==> src/rtl/pengo_nvram_pkg.sv <==
// Shared definitions for the Pengo NVRAM (high-score) upload/restore path.
package pengo_nvram_pkg;

    typedef enum logic [1:0] {
        IDLE = 2'd0,
        REQ  = 2'd1,
        LAT  = 2'd2,
        HOLD = 2'd3
    } nvram_state_e;

    localparam logic [10:0] HISCORE_BASE = 11'h400;
    localparam int          HISCORE_LEN  = 64;
    localparam logic [7:0]  FILL_BYTE    = 8'hFF;

endpackage

==> src/rtl/hiscore_upload.sv <==
// Serves HPS ioctl upload reads from the high-score window of work RAM,
// sharing the RAM read port with the CPU and keeping a running checksum.
module hiscore_upload
    import pengo_nvram_pkg::*;
#(
    parameter int              RAM_AW = 11,
    parameter logic [RAM_AW-1:0] BASE = HISCORE_BASE,
    parameter int              LEN    = HISCORE_LEN,
    parameter int              RD_LAT = 1
) (
    input  logic              clk,
    input  logic              reset,
    input  logic              ioctl_upload,
    input  logic              ioctl_rd,
    input  logic [24:0]       ioctl_addr,
    output logic [7:0]        ioctl_din,
    output logic              ioctl_wait,
    output logic              ram_req,
    input  logic              ram_gnt,
    output logic [RAM_AW-1:0] ram_addr,
    input  logic [7:0]        ram_q,
    output logic [7:0]        sum,
    output logic              done
);

    nvram_state_e      r_state, w_state_nxt;
    logic [1:0]        r_cnt, w_cnt_nxt;
    logic [7:0]        r_din, w_din_nxt;
    logic              r_wait, w_wait_nxt;
    logic              r_req, w_req_nxt;
    logic [RAM_AW-1:0] r_addr, w_addr_nxt;
    logic [7:0]        r_sum, w_sum_nxt;
    logic              r_done, w_done_nxt;
    logic              r_upl_d;
    logic              w_rise, w_fall, w_in_win;

    assign w_rise   = ioctl_upload & ~r_upl_d;
    assign w_fall   = ~ioctl_upload & r_upl_d;
    assign w_in_win = (ioctl_addr < 25'(LEN));

    // Next-state and next-output logic
    always_comb begin
        w_state_nxt = r_state;
        w_cnt_nxt   = r_cnt;
        w_din_nxt   = r_din;
        w_wait_nxt  = r_wait;
        w_req_nxt   = r_req;
        w_addr_nxt  = r_addr;
        w_sum_nxt   = r_sum;
        w_done_nxt  = 1'b0;
        case (r_state)
            IDLE, HOLD: begin
                // HOLD behaves as IDLE so a new request is taken right after wait falls
                w_state_nxt = IDLE;
                if (ioctl_rd && ioctl_upload) begin
                    if (w_in_win) begin
                        w_addr_nxt  = BASE + ioctl_addr[RAM_AW-1:0];
                        w_wait_nxt  = 1'b1;
                        w_state_nxt = REQ;
                    end else begin
                        w_din_nxt = FILL_BYTE;
                    end
                end else begin
                    w_din_nxt = r_din;
                end
            end
            REQ: begin
                if (r_req && ram_gnt) begin
                    w_req_nxt   = 1'b0;
                    w_cnt_nxt   = 2'(RD_LAT - 1);
                    w_state_nxt = LAT;
                end else begin
                    w_req_nxt = 1'b1;
                end
            end
            LAT: begin
                if (r_cnt == 2'd0) begin
                    w_din_nxt   = ram_q;
                    w_sum_nxt   = r_sum + ram_q;
                    w_wait_nxt  = 1'b0;
                    w_state_nxt = HOLD;
                end else begin
                    w_cnt_nxt = r_cnt - 2'd1;
                end
            end
            default: begin
                w_state_nxt = IDLE;
            end
        endcase
        if (w_fall) begin
            w_state_nxt = IDLE;
            w_req_nxt   = 1'b0;
            w_wait_nxt  = 1'b0;
            w_done_nxt  = 1'b1;
        end else begin
            w_done_nxt = 1'b0;
        end
        if (w_rise) begin
            w_sum_nxt = 8'h00;
        end else begin
            w_sum_nxt = w_sum_nxt;
        end
    end

    // State register
    always_ff @(posedge clk) begin
        if (reset) begin
            r_state <= IDLE;
        end else begin
            r_state <= w_state_nxt;
        end
    end

    // Registered outputs, latency counter and upload edge detector
    always_ff @(posedge clk) begin
        if (reset) begin
            r_cnt   <= 2'd0;
            r_din   <= FILL_BYTE;
            r_wait  <= 1'b0;
            r_req   <= 1'b0;
            r_addr  <= BASE;
            r_sum   <= 8'h00;
            r_done  <= 1'b0;
            r_upl_d <= 1'b0;
        end else begin
            r_cnt   <= w_cnt_nxt;
            r_din   <= w_din_nxt;
            r_wait  <= w_wait_nxt;
            r_req   <= w_req_nxt;
            r_addr  <= w_addr_nxt;
            r_sum   <= w_sum_nxt;
            r_done  <= w_done_nxt;
            r_upl_d <= ioctl_upload;
        end
    end

    assign ioctl_din  = r_din;
    assign ioctl_wait = r_wait;
    assign ram_req    = r_req;
    assign ram_addr   = r_addr;
    assign sum        = r_sum;
    assign done       = r_done;

endmodule

==> config.mk <==
export PLATFORM = sky130hd
export DESIGN_NAME = hiscore_upload
export DESIGN_NICKNAME = d
export VERILOG_FILES = /design/src/rtl/pengo_nvram_pkg.sv /design/src/rtl/hiscore_upload.sv
export SDC_FILE = /design/constraint.sdc
export NUM_CORES = 1
export LEC_CHECK = 0
export BUFFER_PORTS_ARGS = -buffer_cell sky130_fd_sc_hd__buf_2
export CAP_MARGIN = 10
export CORE_MARGIN = 2
export CORE_UTILIZATION = 48
export DETAILED_ROUTE_END_ITERATION = 10
export PLACE_DENSITY = 0.88
export SYNTH_ARGS = -nofsm -noshare
export SYNTH_HDL_FRONTEND = slang
export SYNTH_SLANG_ARGS = --single-unit
==> constraint.sdc <==
create_clock -name clk -period 2.5 [get_ports clk]
set_input_delay 0.125 -clock clk [delete_from_list [all_inputs] [get_ports clk]]
set_output_delay 0.125 -clock clk [all_outputs]
set_load 0.005 [all_outputs]
Word-level counts from Yosys, hierarchy flattened
Index checks and enable logic that the tools add are counted.
- bits in registers: 35
- input bits: 38
- output and inout port bits: 30
- word-level logic and storage cells: 59
- $add $sub $neg: 3
- $lt $le $gt $ge: 1
- equality and inequality tests: 9
- multiplexer cells: 18
- bitwise gates (word level): 4
- reduce and logical (&&, ||, !) cells: 15
- operator list (kind ; number):
    $lt A25 B7 Y1 const B ; 1
    $mux W8 ; 3
    $pmux W8 S2 ; 1
    $ne A2 B2 Y1 const B ; 6
    $add A11 B11 Y11 const A ; 1
    $add A8 B8 Y8 ; 1
    $mux W2 ; 4
    $reduce_and A4 Y1 ; 2
    $mux W1 ; 7
    $pmux W2 S3 ; 1
    $reduce_and A3 Y1 ; 2
    $reduce_or A2 Y1 ; 3
    $eq A2 B2 Y1 const B ; 2
    $logic_not A2 Y1 ; 2
    $pmux W2 S2 ; 1
    $reduce_and A2 Y1 ; 2
    $reduce_bool A2 Y1 ; 2
    $and A1 B1 Y1 ; 2
    $eq A2 B1 Y1 const B ; 1
    $logic_and A1 B1 Y1 ; 2
    $not A1 Y1 ; 2
    $pmux W1 S2 ; 1
    $sub A2 B1 Y2 const B ; 1

Longest topological paths before layout
Gate-level depths: netlist of the first run.
- depth in word-level cells: 4
- depth in mapped cells: 8
- mapped depth without buffers: 8

Least setup slack after synthesis of the first run
Ideal clock, no wire load.
- path type: register -> register
- start point: register r_state[0]
- end point: register r_addr[0], in the netlist ram_addr[0]
- library setup time: 0.127 ns
- data arrival time: 1.820 ns
- required time: 2.373 ns
- setup slack: 0.553 ns
- stages on the path, launching flop included: 8
- buffers on the path: 0
- clock period less this slack: 1.947 ns
- cell sequence: dfxtp_1 > inv_1 > ha_1 > nor4b_4 > nand3_2 > nor3_4 > mux2i_1 > nor2_1
- word-level cells in the longest chain between the ends: 3
- elaborated cells on any way between the ends: 4
- those cells by class: 1 x eq/ne; 3 x reduce/logical
- ends and longest elaborated chain (item ; line ; RTL):
    from (decl) ; hiscore_upload.sv:26 ; nvram_state_e r_state, w_state_nxt;
    from (signal assigned) ; hiscore_upload.sv:110 ; r_state <= w_state_nxt;
    $eq A2 B2 Y1 or $logic_not A2 Y1 (tied branches) ; hiscore_upload.sv:51 ; case (r_state)
    $reduce_or A2 Y1 * ; hiscore_upload.sv:51 ;
    $reduce_and A3 Y1 (no source line) * ; n/a ;
    to (signal assigned) ; hiscore_upload.sv:130 ; r_addr <= w_addr_nxt;
    to (decl) ; hiscore_upload.sv:31 ; logic [RAM_AW-1:0] r_addr, w_addr_nxt;
Every way passes the cells marked *; elsewhere a longest branch is shown, timed or not.
A chain may end at the register's enable or synchronous reset.

Worst setup path after layout of the first run
- start point: register r_state[0]
- end point: register r_addr[7], in the netlist ram_addr[7]
Same word-level chain as after synthesis.

==> metrics.csv, run 1 <==
stage,metric,value,unit
clock_network,clk sinks,35,
timing,Final min period,2.20,ns
finish,"commonest non-fill, non-tap cells in the layout","buf_2 (67), dfxtp_1 (35), nand2b_1 (18), nor2_1 (18), mux2i_1 (14)",
detailed_routing,Routed WL,3.89,mm
logic_synthesis,"flops & latches, synth",35,
critical_path,Crit path largest cell delay,0.50,ns
logic_synthesis,Synth area leaders,"dfxtp_1 (40%), mux2i_1 (7.9%), ha_1 (7.1%)",
power,PD cells,469,mW/mm^2
floorplan,die width,64.6,um
clock_network,postcts setup bufs,0,
floorplan,FP Rows,22,
logic_synthesis,post-synth top area cell,dfxtp_1,
job,Max-Cap Viols,0,
detailed_routing,Starting DRT DRC Count,69,
power,overall power,1.05,mW
finish,layout overhead on the synthesized area,26.5,%
finish,share of cells above drive strength 1,30.5,%
timing,Final Setup Violations,0,
clock_network,clock buffer depth,2,
timing,actual slew at the worst max-slew pin,0.602,ns
clock_network,CTS Buf Count,5,
logic_synthesis,Syn Nets,241,
critical_path,WS Path Type,reg2reg,
logic_synthesis,post-synthesis sequential area ratio,39.7,%
timing,Final Skew,0.00401,ns
clock_network,H-tree depth,2,
clock_network,CTS tree,done,
hold_path,Hold Path Class,in2reg,
detailed_routing,DRT Pass-1 Iters,4,
clock_network,clk slew on worst S/H paths,0.07,ns
timing,final hold viol count,0,
clock_network,post_cts resized,0,
clock_network,Clock Latency Late Sink,0.29,ns
status,status,"complete, no violations",
finish,n_diodes,0,
logic_synthesis,Mapped Area,0.00176,mm^2
finish,fin area,0.00223,mm^2
floorplan,# IOs,68,
timing,f_max,456,MHz
global_routing,gr ovfl total,0,
global_routing,total track usage,20.2,%
critical_path,FF-to-FF Start,r_state[0]$_SDFFE_PP0P_,
timing,Slew headroom,59.9,%
logic_synthesis,Post-Syn Instances,192,
global_routing,global-route wire length before repair,6.49,mm
placed_design,Detailed Place HPWL,3.13,mm
placed_design,routability congestion estimate,0.864,
clock_network,CTS Hold Bufs,0,
detailed_routing,DR vias/cell,5.10,
timing,Final Cycle Share,87.8,%
floorplan,die height,64.6,um
floorplan,starting density of the core,48.9,%
logic_synthesis,Synth top area share,39.7,%
timing,TNS Setup,0,ns
timing,RSZ-0062 raised after global routing,no,
logic_synthesis,Cell variety after synth,39,
critical_path,CP max FO,9,
detailed_routing,DR vias,1582,
critical_path,Worst Path Buf+Inv,1,
critical_path,crit path cell chain,inv_1 -> ha_1 -> nor4b_4 -> nand3_2 -> nor3_4 -> nor2_1 -> and2_1,
power,P_leak,0.984,nW
critical_path,slowest stage cell on the critical path,nor3_4,
global_routing,initial antenna violation count,0,
critical_path,crit-path leading delay family,simple AND/OR/NAND/NOR gates,
logic_synthesis,Post-synth ARST share,0,%
power,Max VDD drop,337,uV
global_routing,vias in the first global route,1500,
logic_synthesis,Main synth FF type,dfxtp_1,
hold_path,Worst Min Path Start,ioctl_addr[1],
floorplan,Core Footprint,0.00361,mm^2
floorplan,Die Footprint,0.00418,mm^2
critical_path,crit path from,r_state[0]$_SDFFE_PP0P_,
placed_design,DP Area,0.00214,mm^2
critical_path,critical path launch point type,register,
finish,nets,311,
global_routing,largest net degree at the start of global routing,24,
logic_synthesis,syn avg cell area,9.19,um^2
finish,Final Util,61.9,%
detailed_routing,drt wl/cell,12.5,um
clock_network,clock root buffer,clkbuf_8,
critical_path,Worst setup EP type,register,
critical_path,worst path required time,2.68,ns
finish,"leading cell type in the layout, fill and taps excluded",buf_2,
detailed_routing,Final ANT Viol Nets,0,
detailed_routing,# DRC,0,
timing,Pins Over Slew Limit,0,
critical_path,Worst EP arrival,2.38,ns
logic_synthesis,Post-synth EDFFs,0,
logic_synthesis,Synth warnings,0,
placed_design,Port-buffer cells,67,
## sequential cells by signal (all words and copies together), names as in the netlist
| signal | flops |
|---|---|
| done | 1 |
| ioctl_din | 8 |
| ioctl_wait | 1 |
| r_cnt | 2 |
| r_state | 2 |
| r_upl_d | 1 |
| ram_addr | 11 |
| ram_req | 1 |
| sum | 8 |
## report_power, final
group | switching (mW) | internal (mW)
combinational | 0.0406 | 0.0391
clock | 0.192 | 0.216
sequential | 0.000444 | 0.559
## synthesized netlist by cell type, types with 2 or more instances
library cell / n
o211ai_1: 2
nand2_1: 13
nand2b_1: 18
ha_1: 10
clkbuf_1: 4
a31oi_1: 2
a21oi_1: 9
a211oi_1: 3
nor3_1: 4
inv_1: 10
o21a_1: 4
and2_1: 5
dfxtp_1: 35
o21ai_0: 4
mux2i_1: 14
a21o_1: 2
nor2b_1: 4
nor4_1: 5
nand3_1: 6
nor2_1: 18
o31ai_1: 2
## worst paths after layout
check / end / slack (ns) / cells after the start
worst min-delay path: ram_addr[1]$_SDFFE_PP0P_ / 0.07 / 3
worst max-delay path: ram_addr[7]$_SDFFE_PP0P_ / 0.30 / 7
worst max register to register: ram_addr[7]$_SDFFE_PP0P_ / 0.30 / 7
worst min register to register: ram_addr[7]$_SDFFE_PP0P_ / 0.46 / 1
## cell families after synthesis
family	after synthesis	synth area share, %
fa+ha+maj	11	8.23
buf+inv	14	2.98
xor+xnor	1	0.497
flops	35	39.7
compound gates	35	14.4
mux	15	8.58
simple gates	81	25.6
## routing by layer
metal	vias to the layer above	part of all wire, %	GRT usage, %
met4	0	1.9	9.57
li1	815	-	-
met1	725	44	23.8
met2	35	50	35.0
met5	-	0	0
met3	7	4.2	4.34
## layout make-up
cell class,count,area [um^2]
multi-input combinational,143,1010
timing repair buffer,67,335
sequential,35,701
clock inverter,1,5.00
clock buffer,6,82.6
fill,313,1370
inverter,10,37.5
tap,48,60.1
## metrics by stage
stage	setup WS, ns	std cells	hold slack [ns]
3_3_place_gp	0.418	303	0.356
5_1_grt	0.139	310	0.0787
3_5_place_dp	0.295	303	0.374
2_1_floorplan	0.553	192	0.253
4_1_cts	0.282	310	0.0747
6_report	0.305	310	0.0724
## worst reg2reg max path: stages, from the launching register on
cell and delay (ns):
dfxtp_1 0.36, inv_1 0.06, ha_1 0.41, nor4b_4 0.26, nand3_2 0.19, nor3_4 0.50
nor2_1 0.15, and2_1 0.19
Power figures use the tool's default switching activity.
==> inputs of run 2 (changes only) <==
- HOLD_SLACK_MARGIN: default -> 0.15
==> metrics.csv, run 2 (synthesis gave the netlist of run 1 again) <==
stage,metric,value,unit
status,status,"complete, no violations",
detailed_routing,DRT Pass-1 Iters,4,
timing,TNS Setup,0,ns
clock_network,postcts setup bufs,0,
timing,Slew headroom,59.7,%
global_routing,gr ovfl total,0,
critical_path,critical path launch point type,register,
placed_design,Detailed Place HPWL,3.13,mm
power,Clock Power Share,38.6,%
finish,n_diodes,0,
power,Seq pwr share,53.0,%
timing,Final min period,2.20,ns
timing,Final Setup Violations,0,
clock_network,clock root buffer,clkbuf_8,
clock_network,CTS Hold Bufs,7,
clock_network,clk slew on worst S/H paths,0.07,ns
global_routing,global-route wire length before repair,6.67,mm
detailed_routing,Final ANT Viol Nets,0,
global_routing,initial antenna violation count,0,
critical_path,worst path required time,2.68,ns
timing,hold_ws,0.160,ns
floorplan,die height,64.6,um
floorplan,Core Footprint,0.00361,mm^2
global_routing,total track usage,20.8,%
job,Max-Cap Viols,0,
finish,share of cells above drive strength 1,29.7,%
power,Comb pwr share,8.4,%
timing,actual slew at the worst max-slew pin,0.604,ns
clock_network,Clock Latency Late Sink,0.29,ns
timing,RSZ-0062 raised after global routing,no,
clock_network,CTS tree,done,
finish,"leading cell type in the layout, fill and taps excluded",buf_2,
critical_path,CP max FO,9,
detailed_routing,DR vias/cell,5.07,
clock_network,clk sinks,35,
clock_network,H-tree depth,2,
finish,max reg flops,11,
power,Net Sw Frac,22.2,%
floorplan,# IOs,68,
clock_network,CTS Buf Count,5,
timing,Final Cycle Share,88.1,%
power,PD cells,458,mW/mm^2
detailed_routing,drt wl/cell,12.6,um
detailed_routing,DR vias,1607,
power,switching power,0.235,mW
global_routing,vias in the first global route,1543,
power,Int Power,0.821,mW
power,P_leak,1.01,nW
timing,final hold viol count,0,
critical_path,Worst EP arrival,2.38,ns
placed_design,dpl cells,303,
timing,Final Skew,0.00428,ns
critical_path,WS Path Type,reg2reg,
global_routing,largest net degree at the start of global routing,24,
timing,Pins Over Slew Limit,0,
placed_design,routability congestion estimate,0.864,
floorplan,FP Rows,22,
clock_network,clock buffer depth,2,
finish,nets,318,
floorplan,starting density of the core,48.9,%
placed_design,DP Area,0.00214,mm^2
power,Max VDD drop,342,uV
floorplan,die width,64.6,um
finish,Final Util,63.8,%
detailed_routing,Starting DRT DRC Count,76,
placed_design,Port-buffer cells,67,
finish,layout overhead on the synthesized area,30.5,%
timing,f_max,454,MHz
detailed_routing,# DRC,0,
finish,"commonest non-fill, non-tap cells in the layout","buf_2 (67), dfxtp_1 (35), nand2b_1 (18), nor2_1 (18), mux2i_1 (14)",
critical_path,Worst setup EP type,register,
floorplan,Die Footprint,0.00418,mm^2
detailed_routing,Routed WL,4.01,mm
hold_path,Hold Path Class,in2reg,
finish,"non-filler cells, final",317,
clock_network,post_cts resized,0,
finish,fin area,0.00230,mm^2
[run 2: critical path: stages, from the launching register on]
cell	delay, ns
dfxtp_1	0.36
inv_1	0.06
ha_1	0.41
nor4b_4	0.26
nand3_2	0.19
nor3_4	0.50
nor2_1	0.15
and2_1	0.19
[run 2: per-layer routing]
| layer | track usage (%) | wire length, um | up-vias |
|---|---|---|---|
| met5 | 0 | 0 | - |
| met4 | 9.57 | 72 | 0 |
| met3 | 3.99 | 148 | 7 |
| met2 | 37.0 | 2030 | 35 |
| met1 | 24.1 | 1760 | 736 |
| li1 | - | - | 829 |
[run 2: final timing paths]
path / startpoint / end / slack (ns) / cells past startpoint
setup / recovery: r_state[0]$_SDFFE_PP0P_ / ram_addr[8]$_SDFFE_PP0P_ / 0.30 / 7
hold / removal: ram_gnt / ram_req$_SDFFE_PP0N_ / 0.16 / 4
setup reg to reg: r_state[0]$_SDFFE_PP0P_ / ram_addr[8]$_SDFFE_PP0P_ / 0.30 / 7
hold reg to reg: ram_addr[7]$_SDFFE_PP0P_ / ram_addr[7]$_SDFFE_PP0P_ / 0.46 / 1
[run 2: layout make-up]
| cell class | instances | area [um^2] |
|---|---|---|
| Clock inverter | 1 | 5.00 |
| Sequential cell | 35 | 701 |
| Tap cell | 48 | 60.1 |
| Clock buffer | 6 | 82.6 |
| Fill cell | 300 | 1300 |
| Multi-Input combinational cell | 143 | 1010 |
| Timing Repair Buffer | 74 | 405 |
| Inverter | 10 | 37.5 |
[run 2: per-stage QoR]
| stage | setup WS [ns] | power, mW |
|---|---|---|
| 6_report | 0.298 | 1.06 |
| 5_1_grt | 0.141 | 1.09 |
| 4_1_cts | 0.282 | 1.06 |
| 3_5_place_dp | 0.295 | 0.652 |
| 3_3_place_gp | 0.418 | 0.649 |
| 2_1_floorplan | 0.553 | 0.609 |
[run 2: power by group through the flow]
| stage | Clock [mW] | Sequential, mW | Combinational, mW |
|---|---|---|---|
| after floorplan | 0 | 0.572 | 0.0377 |
| after global placement | 0 | 0.572 | 0.0770 |
| after detailed placement | 0 | 0.572 | 0.0802 |
| after CTS | 0.414 | 0.559 | 0.0888 |
| after global routing | 0.437 | 0.559 | 0.0978 |
| final | 0.408 | 0.559 | 0.0887 |
